### src/rtl/grslatch_arbiter.sv
// grslatch_arbiter: round-robin sequencer driving shared R/S and one-hot ENA into a gated RS latch bank
module grslatch_arbiter #(
    parameter int NLATCH    = 8,
    parameter int AW        = 3,
    parameter int PULSE_CYC = 2,
    parameter int HOLD_CYC  = 1
) (
    input  logic              CLK,
    input  logic              RESET,
    input  logic              REQ0,
    input  logic [AW-1:0]     ADDR0,
    input  logic              VAL0,
    output logic              ACK0,
    input  logic              REQ1,
    input  logic [AW-1:0]     ADDR1,
    input  logic              VAL1,
    output logic              ACK1,
    output logic [NLATCH-1:0] ENA,
    output logic              R,
    output logic              S,
    output logic              BUSY,
    output logic              GNT
);
    localparam int CW = $clog2((PULSE_CYC > HOLD_CYC ? PULSE_CYC : HOLD_CYC) + 1);

    typedef enum logic [2:0] {IDLE, SETUP, PULSE, HOLD, DONE} state_t;

    state_t        state, state_n;
    logic [CW-1:0] cnt, cnt_n;
    logic [AW-1:0] addr;
    logic          ptr, win, grant, val, val_n, rs_on;

    // Next state, arbitration winner and next captured value; outputs are decoded from the next state so they stay registered
    always_comb begin
        grant   = state == IDLE && (REQ0 || REQ1);
        win     = (REQ0 && REQ1) ? ptr : REQ1;
        val_n   = grant ? (win ? VAL1 : VAL0) : val;
        state_n = state;
        cnt_n   = cnt;
        case (state)
            IDLE:  state_n = grant ? SETUP : IDLE;
            SETUP: begin
                state_n = PULSE;
                cnt_n   = CW'(PULSE_CYC - 1);
            end
            PULSE: begin
                state_n = cnt == '0 ? HOLD : PULSE;
                cnt_n   = cnt == '0 ? CW'(HOLD_CYC - 1) : cnt - CW'(1);
            end
            HOLD: begin
                state_n = cnt == '0 ? DONE : HOLD;
                cnt_n   = cnt == '0 ? cnt : cnt - CW'(1);
            end
            default: state_n = IDLE;
        endcase
        rs_on = state_n == SETUP || state_n == PULSE || state_n == HOLD;
    end

    // State, grant capture and registered bank outputs
    always_ff @(posedge CLK) begin
        if (RESET) begin
            state <= IDLE;
            cnt   <= '0;
            ptr   <= 1'b0;
            addr  <= '0;
            val   <= 1'b0;
            GNT   <= 1'b0;
            ENA   <= '0;
            R     <= 1'b0;
            S     <= 1'b0;
            ACK0  <= 1'b0;
            ACK1  <= 1'b0;
            BUSY  <= 1'b0;
        end else begin
            state <= state_n;
            cnt   <= cnt_n;
            val   <= val_n;
            if (grant) begin
                GNT  <= win;
                ptr  <= ~win;
                addr <= win ? ADDR1 : ADDR0;
            end
            ENA  <= (state_n == PULSE && 32'(addr) < NLATCH) ? NLATCH'(1) << addr : '0;
            R    <= rs_on & ~val_n;
            S    <= rs_on & val_n;
            ACK0 <= state_n == DONE && !GNT;
            ACK1 <= state_n == DONE && GNT;
            BUSY <= state_n != IDLE;
        end
    end
endmodule
### config.mk
export PLATFORM = sky130hd
export DESIGN_NAME = grslatch_arbiter
export DESIGN_NICKNAME = d
export VERILOG_FILES = /design/src/rtl/grslatch_arbiter.sv
export SDC_FILE = /design/constraint.sdc
export NUM_CORES = 1
export LEC_CHECK = 0
export CORE_UTILIZATION = 50
export CTS_BUF_LIST = sky130_fd_sc_hd__clkbuf_8 sky130_fd_sc_hd__clkbuf_16
export DETAILED_ROUTE_END_ITERATION = 10
export GPL_TIMING_DRIVEN = 0
export HOLD_SLACK_MARGIN = 0.02
export MAX_ROUTING_LAYER = met4
export PLACE_DENSITY = 0.89
export SLEW_MARGIN = 10
export SYNTH_ARGS = -nofsm -noshare
export SYNTH_HDL_FRONTEND = slang
export SYNTH_SLANG_ARGS = --single-unit
### constraint.sdc
create_clock -name CLK -period 3.44 [get_ports CLK]
set_input_delay 1.032 -clock CLK [delete_from_list [all_inputs] [get_ports CLK]]
set_output_delay 1.032 -clock CLK [all_outputs]
set_load 0.05 [all_outputs]
Yosys cells after proc, flatten, opt, wreduce, memory -nomap -nowiden
Index checks and enable logic that the tools add are counted.

Output and inout port bits: 14. Register bits: 24. Input bits: 12. Logic and storage cells: 52.

Shifts and indexed selects: 1. Bitwise logic cells: 5. Reductions and logical operators: 14. Eq/ne operators: 8. Mux-type cells: 11. Add/sub/neg operators: 1.

Operators with widths (number): 3-bit by 2-bit equality test with 1-bit output, second input constant (4); 3-bit one-hot mux with 4 select lines (1); 1-bit by 3-bit left shift with 8-bit output, first input constant (1); 3-bit by 1-bit equality test with 1-bit output, second input constant (2); 3-bit 2-to-1 mux (2); 2-bit one-hot mux with 3 select lines (1); 3-bit nonzero test (2); 1-bit 2-to-1 mux (5); 1-bit logical AND (4); 2-bit 2-to-1 mux (2); 3-bit equality test, second input constant (1); 3-bit zero test (1); 1-bit logical OR (3); 1-bit inverter (3); 1-bit bitwise AND (2); 2-bit zero test (1); 2-bit != test, second input constant (1); 2-bit AND reduction (1); 2-bit OR reduction (1); 2-bit by 1-bit subtractor with 2-bit output, second input constant (1); 1-bit zero test (1).

Longest topological paths before layout
Gate-level depths: netlist of the first run.

Depth after elaboration: 8. Mapped depth: 6.

Worst setup path before layout of the first run
OpenSTA, ideal clock, no wires.

Kind: in2reg. Start point: in REQ1. End point: reg GNT. Arrival time: 1.849 ns. Setup slack: 1.525 ns. Required time: 3.375 ns. Stages on the path: 4. Path through: nor2_1 -> nor4_4 -> mux2_1 -> nor2_1.

Word-level cells in the longest chain between the ends: 2. Elaborated cells on any way between the ends: 4. Those cells by class: 1 x mux; 3 x reduce/logical.

Ends and longest elaborated chain: from (decl) (line 14) `input logic REQ1,`; 1-bit logical AND or 1-bit logical OR (tied branches) (line 36, 35); 1-bit 2-to-1 mux or 1-bit logical AND (tied branches) (line 36, 35); to (signal assigned) (line 79) `GNT <= win;`; to (decl) (line 22) `output logic GNT`.

Several ways; a longest one is shown, not always the timed one. A chain may end at the register's enable or synchronous reset.

Worst setup path in the final report of the first run
Start point: reg GNT. End point: out GNT.

No word-level cell between the ends.

==> results by group, run 1 <==
Status
  • Status: complete, no violations

Yosys
  • Seq cells post-synth: 24
  • Post-synthesis sequential area ratio: 49.3%
  • Mapped Area: 975 um2
  • Net Count, Synth: 115
  • Synth Instances: 100
  • Synth cell types: 29
  • Syn Area/Cell: ~9.7 um2
  • Syn. warnings: 0

Setup path
  • Worst setup path class: reg2out
  • Worst path depth: 1
  • Max FO, Critical Path: 3
  • CP peak stage delay: ~0.82 ns
  • R2R depth: 6
  • Crit-path leading delay family: buffers and inverters
  • Buf/Inv on CP: 1
  • Crit end category: output port
  • CP Cell Sequence: clkdlybuf4s50_1
  • CP arrival: 1.45 ns
  • Worst EP required: 2.41 ns
  • Critical R2R Launch: cnt[0]
  • Slowest CP cell: clkdlybuf4s50_1
  • Crit path to: GNT
  • Worst R2R End: cnt[0]
  • CP Launch Point: GNT
  • CP Launch Type: flop
  • Setup slack, reg-to-reg: 1.77 ns

Place
  • Post-DP Area: 1260 um2
  • GP Congestion: 0.775
  • HPWL after DPL: 1340 um
  • DP Cell Count: 150
  • PortBufs: 25

Power
  • Worst vdd ir: 338 uV
  • Sw Pwr: 209 uW
  • PwrDens: 559 nW/um2
  • Clk pwr share: between 30 and 40%
  • Reg power frac: between 40% and 50%
  • Pint: between 500 and 600 uW
  • Combinational share of power: 23.9%
  • Switching Share: 28.1%
  • Leakage: 0.533 nW

Global route
  • Remaining Overflow, GRT: 0
  • Largest net degree at the start of global routing: 15
  • Met2 GRT Util: around 35%
  • Global routing's busiest layer: met2
  • Gr usage total: a little over a fifth
  • Vias in the first global route: 734
  • Met1 Use GR: 23.9%
  • GR Util met3: 3.53%
  • Antenna violations before repair: 0
  • First-pass GRT wire length: 3120 um

Clocking
  • Clock buffer depth: 2
  • Hold_buf cts: 0
  • CTS Root Cell: clkbuf_8
  • CTS sink cnt: 24
  • Worst skew pair latency: 0.26 ns
  • Setup Buffers After CTS: 0
  • CTS buffer count: 3
  • TritonCTS clock tree: built
  • Post-CTS sizing: 0
  • CTS HTree Levels: 1
  • Clock-pin slew on the worst setup and hold paths: 0.09 ns

Cells and area
  • Commonest non-fill, non-tap cell in the layout: clkdlybuf4s50_1
  • Area of the multi-input gates: 433 um2
  • FILL cells: approximately 140
  • Register area: 480 um2
  • Final Cell Area: 1330 um2
  • Fraction of layout instances using a drive strength above 1: 8.53%
  • Layout Area Growth over Synthesis: 36.2%
  • Core Util, Final: between 70% and 80%
  • Final Instance Count excl. Fillers: 154
  • Commonest cells after routing, fill and taps aside: clkdlybuf4s50_1 (25), dfxtp_1 (24), nor2_1 (17)
  • Fin nets: between 100 and 150
  • Antenna diodes: 0

STA
  • Final Cycle Share: between 70% and 80%
  • Slew headroom: between 60% and 70%
  • Crit path time final: 2.48 ns
  • Max Clock Freq: 403 MHz
  • Worst-Margin Slew: 0.516 ns
  • Unrepaired setup endpoints after global routing: false
  • Final Hold Viols: 0
  • Final TNS setup: 0 ns
  • Max Slew Vio Count: 0
  • Post-route clock skew: around 0.0022 ns
  • Setup-failing EPs final: 0
  • Worst hold slack: 0.528 ns

Detailed routing
  • Initial drt markers: 9
  • WL/cell: 12.8 um
  • Total Wirelength: 1980 um
  • Post-route ant nets: 0
  • DRC: 0
  • Vias per cell: ~5.3
  • DR vias: 823
  • 1st-pass router iterations: 4

Floorplan
  • Die area: roughly 2100 um2
  • Horiz. Die Dim: about 46 um
  • I/O pin count: 26
  • Initial Utilization: 54.7%
  • # rows: 15
  • Core area: 1780 um2
  • Die Height: 46.2 um

Run
  • Max-cap violation count: 0

Hold path
  • Min-delay worst type: reg2reg
[through the flow]
stage | setup slack [ns] | total power, mW
finish | 0.956 | 0.741
global route | 0.931 | 0.764
global placement | 0.815 | 0.490
CTS | 0.963 | 0.738
detailed placement | 0.797 | 0.498
floorplan | 1.53 | 0.447
[layout make-up]
class	instances	share of cell area [%]
Sequential cell	24	36.2
Clock buffer	3	3.11
Timing Repair Buffer	25	18.9
Tap cell	25	2.36
Clock inverter	1	2.26
Inverter	7	1.98
Buffer	5	2.64
Multi-Input combinational cell	64	32.6
[synthesized netlist by cell type]
cell,count,share of area (%)
a31oi_1,1,0.64
a21oi_1,1,0.51
buf_6,2,2.3
nor3_2,1,1.0
a211oi_1,5,3.9
and3_1,3,1.9
o41a_1,1,1.2
ha_1,3,3.9
nand3_1,2,1.0
mux2_2,1,1.2
nor4_4,1,2.2
dfxtp_1,24,49
nor2_1,17,6.5
and2_1,1,0.64
clkbuf_1,2,0.77
o21ai_1,1,0.51
nand2b_1,4,2.6
buf_2,1,0.51
mux2i_1,6,6.2
o21ai_0,2,1.0
a21boi_0,1,0.77
nand3b_1,2,1.5
inv_1,7,2.7
nor3_1,4,2.1
nor4_1,1,0.64
nand2_1,1,0.38
o221a_2,1,1.2
mux2_1,1,1.2
nor2b_1,3,1.9
[power groups by stage]
stage,clock [mW],combinational [mW],sequential (mW)
floorplan,0,0.0932,0.354
global placement,0,0.168,0.322
detailed placement,0,0.174,0.324
CTS,0.243,0.177,0.318
global route,0.251,0.192,0.321
finish,0.245,0.177,0.319
[state kept, by name, summed over array words and instances (netlist names), 2 cells and up]
| register | flops |
|---|---|
| ENA | 8 |
| cnt | 2 |
| addr | 3 |
| state | 3 |
[worst min path at each step]
stage	from	endpoint	slack (ns)	cells past startpoint
after global placement	ptr	ptr	0.48	2
after global routing	GNT	ACK1	0.53	1
after floorplan	ptr	ptr	0.46	2
after CTS	GNT	ACK1	0.52	1
after detailed placement	GNT	ACK1	0.49	1
final	GNT	ACK1	0.53	1
[logic make-up (layout without fill, tap and decap cells)]
kind of cell	count (synthesis)	in the layout	share of synthesized area, %
adders and majority gates	3	3	3.85
buffers and inverters	12	41	6.29
DFF	24	24	49.3
AOI/OAI and AO/OA	13	13	9.63
and+or+nand+nor	40	40	22.5
muxes	8	8	8.47
[per-layer routing]
layer	part of all wire, %	wire length [um]
met4	1.3	26
met1	44	865
met2	51	1020
met5	0	0
met3	3.4	67
Power figures use the tool's default switching activity.
==> run 2, diff against run 1 <==
--- a/config.mk
+++ b/config.mk
@@ -5,13 +5,13 @@
 export SDC_FILE = /design/constraint.sdc
 export NUM_CORES = 1
 export LEC_CHECK = 0
-export CORE_UTILIZATION = 50
+export CORE_UTILIZATION = 42
 export CTS_BUF_LIST = sky130_fd_sc_hd__clkbuf_8 sky130_fd_sc_hd__clkbuf_16
 export DETAILED_ROUTE_END_ITERATION = 10
 export GPL_TIMING_DRIVEN = 0
 export HOLD_SLACK_MARGIN = 0.02
 export MAX_ROUTING_LAYER = met4
-export PLACE_DENSITY = 0.89
+export PLACE_DENSITY = 0.81
 export SLEW_MARGIN = 10
 export SYNTH_ARGS = -nofsm -noshare
 export SYNTH_HDL_FRONTEND = slang
==> constraint.sdc (replaced) <==
create_clock -name CLK -period 2.2 [get_ports CLK]
set_input_delay 0.66 -clock CLK [delete_from_list [all_inputs] [get_ports CLK]]
set_output_delay 0.66 -clock CLK [all_outputs]
set_load 0.05 [all_outputs]
==> results by group, run 2 (synthesis gave the netlist of run 1 again) <==
Detailed routing
  • Total Wirelength: 1690 um (-14%)
  • DR vias: 761 (-7.5%)
  • Vias per cell: 4.85 (-9.3%)
  • WL/cell: 10.8 um (-16%)
  • 1st-pass router iterations: 4 (unchanged)
  • Initial drt markers: 12 (+3)
  • DRC: 0 (unchanged)
  • Post-route ant nets: 0 (unchanged)

Place
  • PortBufs: 25 (unchanged)
  • Post-DP Area: 1260 um2 (+0.30%)
  • Pre-CTS setup slack: -0.0868 ns (-0.884 ns)
  • DP Cell Count: 153 (+2.0%)
  • HPWL after DPL: 1300 um (-3.5%)
  • GP Congestion: 0.740 (-4.5%)

Setup path
  • CP Cell Sequence: clkdlybuf4s50_1
  • CP arrival: 1.44 ns (about the same)
  • Worst EP required: 1.54 ns (-0.87 ns)
  • CP Launch Type: flop
  • Slowest CP cell: clkdlybuf4s50_1
  • Crit-path leading delay family: buffers and inverters
  • Buf/Inv on CP: 1 (unchanged)
  • CP peak stage delay: 0.81 ns (about the same)
  • Max FO, Critical Path: 3 (unchanged)
  • Worst setup path class: reg2out
  • Crit end category: output port

Clocking
  • Clock buffer depth: 2 (unchanged)
  • TritonCTS clock tree: built
  • CTS Root Cell: clkbuf_8
  • Hold_buf cts: 0 (unchanged)
  • CTS sink cnt: 24 (unchanged)
  • CTS buffer count: 3 (unchanged)
  • Post-CTS sizing: 0 (unchanged)
  • Setup Buffers After CTS: 0 (unchanged)
  • Clock-pin slew on the worst setup and hold paths: 0.08 ns (about the same)
  • Worst skew pair latency: 0.26 ns (about the same)
  • CTS HTree Levels: 1 (unchanged)

Cells and area
  • Max FFs per register: 8 (unchanged)
  • Final Instance Count excl. Fillers: 157 (+1.9%)
  • Fin nets: 145 (unchanged)
  • FILL cells: 189 (+38%)
  • Commonest non-fill, non-tap cell in the layout: clkdlybuf4s50_1
  • Commonest cells after routing, fill and taps aside: clkdlybuf4s50_1 (25), dfxtp_1 (24), nor2_1 (17)
  • Biggest regs: ENA: 8 flops, addr: 3 flops, state: 3 flops
  • Biggest register: ENA
  • Final Cell Area: 1320 um2 (-0.94%)
  • Fraction of layout instances using a drive strength above 1: 8.53% (unchanged)
  • Layout Area Growth over Synthesis: 34.9%
  • Antenna diodes: 0 (unchanged)

STA
  • Final Cycle Share: 95.3%
  • Max Clock Freq: ~480 MHz
  • Unrepaired setup endpoints after global routing: false
  • Setup-failing EPs final: 0 (unchanged)
  • Worst-Margin Slew: 0.533 ns (+0.0168 ns)
  • Crit path time final: 2.10 ns
  • Setup ws final: 0.103 ns (-0.853 ns)
  • Slew headroom: 64.2% (-1.3 points)
  • Max Slew Vio Count: 0 (unchanged)
  • Final Hold Viols: 0 (unchanged)
  • Post-route clock skew: 0.00143 ns (-0.000767 ns)

Status
  • Status: complete, no violations

Floorplan
  • Horiz. Die Dim: 50.2 um (+8.7%)
  • Die area: 2520 um2 (+18%)
  • I/O pin count: 26 (unchanged)
  • Initial Utilization: 44.5% (-10 points)
  • Core area: 2190 um2 (+23%)
  • # rows: 17 (+2)
  • Die Height: 50.2 um (+8.7%)

Global route
  • Remaining Overflow, GRT: 0 (unchanged)
  • Antenna violations before repair: 0 (unchanged)
  • Vias in the first global route: 648 (-12%)
  • Gr usage total: 15.2% (-6.1 points)
  • Largest net degree at the start of global routing: 14 (-1)
  • First-pass GRT wire length: 2750 um (-12%)

Run
  • Max-cap violation count: 0 (unchanged)

Hold path
  • Min-delay worst type: reg2reg

Power
  • Total chip power: 1.06 mW (+43%)
  • Worst vdd ir: 462 uV (+37%)
  • Leakage: 0.526 nW (-1.3%)
  • PwrDens: 809 nW/um2 (+45%)
==> run 2: worst paths after layout <==
check	start	end	slack, ns	cells after the start
worst max-delay path	GNT	GNT	0.10	1
worst min-delay path	ptr	ptr	0.51	2
worst max register to register	cnt[0]	cnt[0]	0.53	6
worst min register to register	ptr	ptr	0.51	2
==> run 2: report_power, final <==
| group | switching, mW | leakage, nW | internal [mW] |
|---|---|---|---|
| Combinational | 0.156 | 0.301 | 0.117 |
| Sequential | 0.0227 | 0.197 | 0.473 |
| Clock | 0.135 | 0.0288 | 0.160 |
==> run 2: metal layers <==
| layer | part of all wire (%) | track usage (%) |
|---|---|---|
| met1 | 45 | 17.0 |
| met2 | 48 | 23.8 |
| met3 | 3.8 | 2.73 |
| met4 | 2.3 | 11.9 |
| met5 | 0 | - |
==> run 2: layout make-up <==
class / count / area [um2] / share of cell area [%]
buffer: 5 / 35.0 / 2.66
clock buffer: 4 / 55.1 / 4.19
inverter: 7 / 26.3 / 2.00
multi-input combinational: 64 / 433 / 32.9
sequential: 24 / 480 / 36.5
tap: 28 / 35.0 / 2.66
timing repair buffer: 25 / 250 / 19.0
==> run 2: stage by stage <==
| stage | utilization, % | hold slack (ns) | setup TNS (ns) |
|---|---|---|---|
| after floorplan | - | 0.461 | 0 |
| after global placement | 57.5 | 0.482 | -0.0719 |
| after detailed placement | 57.5 | 0.499 | -0.198 |
| after CTS | 60.0 | 0.516 | 0 |
| after global routing | 60.0 | 0.541 | 0 |
| final | 60.0 | 0.512 | 0 |
==> run 3, diff against run 2 <==
--- a/config.mk
+++ b/config.mk
@@ -7,11 +7,12 @@
 export LEC_CHECK = 0
 export CORE_UTILIZATION = 42
 export CTS_BUF_LIST = sky130_fd_sc_hd__clkbuf_8 sky130_fd_sc_hd__clkbuf_16
+export CTS_CLUSTER_SIZE = 20
 export DETAILED_ROUTE_END_ITERATION = 10
 export GPL_TIMING_DRIVEN = 0
 export HOLD_SLACK_MARGIN = 0.02
 export MAX_ROUTING_LAYER = met4
-export PLACE_DENSITY = 0.81
+export PLACE_DENSITY = 0.72
 export SLEW_MARGIN = 10
 export SYNTH_ARGS = -nofsm -noshare
 export SYNTH_HDL_FRONTEND = slang
==> results by group, run 3 (synthesis gave the netlist of run 1 again) <==
Status
  • Status: complete, no violations

Global route
  • Gr usage total: 16.4% (+1.2 points)
  • Largest net degree at the start of global routing: 15 (+1)
  • Antenna violations before repair: 0 (unchanged)
  • Vias in the first global route: 701 (+8.2%)
  • First-pass GRT wire length: 3080 um (+12%)
  • Remaining Overflow, GRT: 0 (unchanged)

Place
  • PortBufs: 25 (unchanged)
  • GP Congestion: 0.744 (+0.55%)
  • Pre-CTS setup slack: -0.110 ns (-0.0233 ns)
  • Post-DP Area: 1260 um2 (unchanged)
  • HPWL after DPL: 1250 um (-3.3%)

Power
  • Leakage: 0.533 nW (+1.3%)
  • PwrDens: 857 nW/um2 (+6.0%)
  • Worst vdd ir: 437 uV (-5.5%)
  • Total chip power: 1.14 mW (+7.3%)

Clocking
  • Clock-pin slew on the worst setup and hold paths: 0.08 ns (about the same)
  • Post-CTS sizing: 0 (unchanged)
  • CTS buffer count: 3 (unchanged)
  • TritonCTS clock tree: built
  • CTS Root Cell: clkbuf_8
  • CTS HTree Levels: 1 (unchanged)
  • Clock buffer depth: 2 (unchanged)
  • Setup Buffers After CTS: 0 (unchanged)
  • Hold_buf cts: 0 (unchanged)
  • Worst skew pair latency: 0.26 ns (about the same)
  • CTS sink cnt: 24 (unchanged)

Setup path
  • CP arrival: 1.42 ns (-0.02 ns)
  • Crit-path leading delay family: buffers and inverters
  • Critical R2R Launch: cnt[0]
  • CP Cell Sequence: clkdlybuf4s50_1
  • Setup slack, reg-to-reg: 0.58 ns (+0.05 ns)
  • Buf/Inv on CP: 1 (unchanged)
  • CP Launch Type: flop
  • R2R depth: 6 (unchanged)
  • Max FO, Critical Path: 3 (unchanged)
  • Slowest CP cell: clkdlybuf4s50_1
  • Worst EP required: 1.54 ns (about the same)
  • Crit end category: output port
  • Worst setup path class: reg2out
  • Worst R2R End: cnt[0]
  • CP peak stage delay: 0.81 ns (about the same)
  • Worst path depth: 1 (unchanged)

Cells and area
  • Fin nets: 145 (unchanged)
  • Commonest cells after routing, fill and taps aside: clkdlybuf4s50_1 (25), dfxtp_1 (24), nor2_1 (17)
  • Biggest regs: ENA: 8 flops, addr: 3 flops, state: 3 flops
  • Antenna diodes: 0 (unchanged)
  • Commonest non-fill, non-tap cell in the layout: clkdlybuf4s50_1
  • Biggest register: ENA
  • Max FFs per register: 8 (unchanged)
  • Layout Area Growth over Synthesis: 36.6%
  • Final Cell Area: 1330 um2 (+1.2%)
  • Fraction of layout instances using a drive strength above 1: 8.53% (unchanged)

STA
  • Worst-Margin Slew: 0.514 ns (-0.0189 ns)
  • Setup-failing EPs final: 0 (unchanged)
  • Unrepaired setup endpoints after global routing: false
  • Max Slew Vio Count: 0 (unchanged)
  • Post-route clock skew: 0.00266 ns (+0.00123 ns)
  • Crit path time final: 2.08 ns (-0.0135 ns)
  • Max Clock Freq: 480 MHz (+0.65%)
  • Slew headroom: 65.5% (+1.3 points)
  • Setup ws final: 0.117 ns (+0.0135 ns)
  • Final TNS setup: 0 ns (unchanged)
  • Final Hold Viols: 0 (unchanged)
  • Final Cycle Share: 94.7% (-0.62 points)

Detailed routing
  • Total Wirelength: 1660 um (-1.7%)
  • Post-route ant nets: 0 (unchanged)
  • DRC: 0 (unchanged)
  • Vias per cell: 4.82 (-0.66%)
  • DR vias: 756 (-0.66%)
  • 1st-pass router iterations: 4 (unchanged)
  • Initial drt markers: 10 (-2)
  • WL/cell: 10.6 um (-1.7%)

Floorplan
  • # rows: 17 (unchanged)
  • Die area: 2520 um2 (unchanged)
  • I/O pin count: 26 (unchanged)
  • Die Height: 50.2 um (unchanged)
  • Initial Utilization: 44.5% (unchanged)
  • Horiz. Die Dim: 50.2 um (unchanged)
  • Core area: 2190 um2 (unchanged)

Hold path
  • Hold Crit Start: GNT
  • Min-delay worst type: reg2reg
  • Sink of the worst hold path: ACK1
  • Worst hold stages: 1 (-1)

Run
  • Max-cap violation count: 0 (unchanged)
-- run 3: how the worst max path moves through the flow --
stage | start | endpoint | slack (ns)
finish | GNT | GNT | 0.12
global route | REQ1 | val | 0.01
floorplan | REQ1 | GNT | 0.66
CTS | GNT | GNT | 0.11
global placement | REQ1 | val | -0.07
detailed placement | REQ1 | val | -0.11
-- run 3: final cells by class --
type                       instances  area, um2
tap                               28       35.0
inverter                           7       26.3
buffer                             5       35.0
multi-input combinational         64        433
sequential                        24        480
timing repair buffer              25        250
clock buffer                       3       41.3
clock inverter                     1       30.0
fill                             196        860
-- run 3: layer usage --
layer / vias up / part of all wire (%) / global-route usage (%)
met5: - / 0 / -
met4: 0 / 0.72 / 5.71
met3: 2 / 4.4 / 3.64
met2: 23 / 46 / 25.8
met1: 332 / 49 / 20.8
li1: 399 / - / -
-- run 3: report_power, final --
group	switching [mW]	internal, mW	total (mW)	leakage, nW
Sequential	0.0226	0.473	0.496	0.197
Clock	0.132	0.243	0.374	0.0357
Combinational	0.154	0.117	0.271	0.301
-- run 3: per-stage QoR --
step / std cells / hold slack [ns] / util (%)
2_1_floorplan: 100 / 0.461 / -
3_3_place_gp: 153 / 0.483 / 57.5
3_5_place_dp: 153 / 0.495 / 57.5
4_1_cts: 157 / 0.506 / 60.8
5_1_grt: 157 / 0.529 / 60.8
6_report: 157 / 0.504 / 60.8
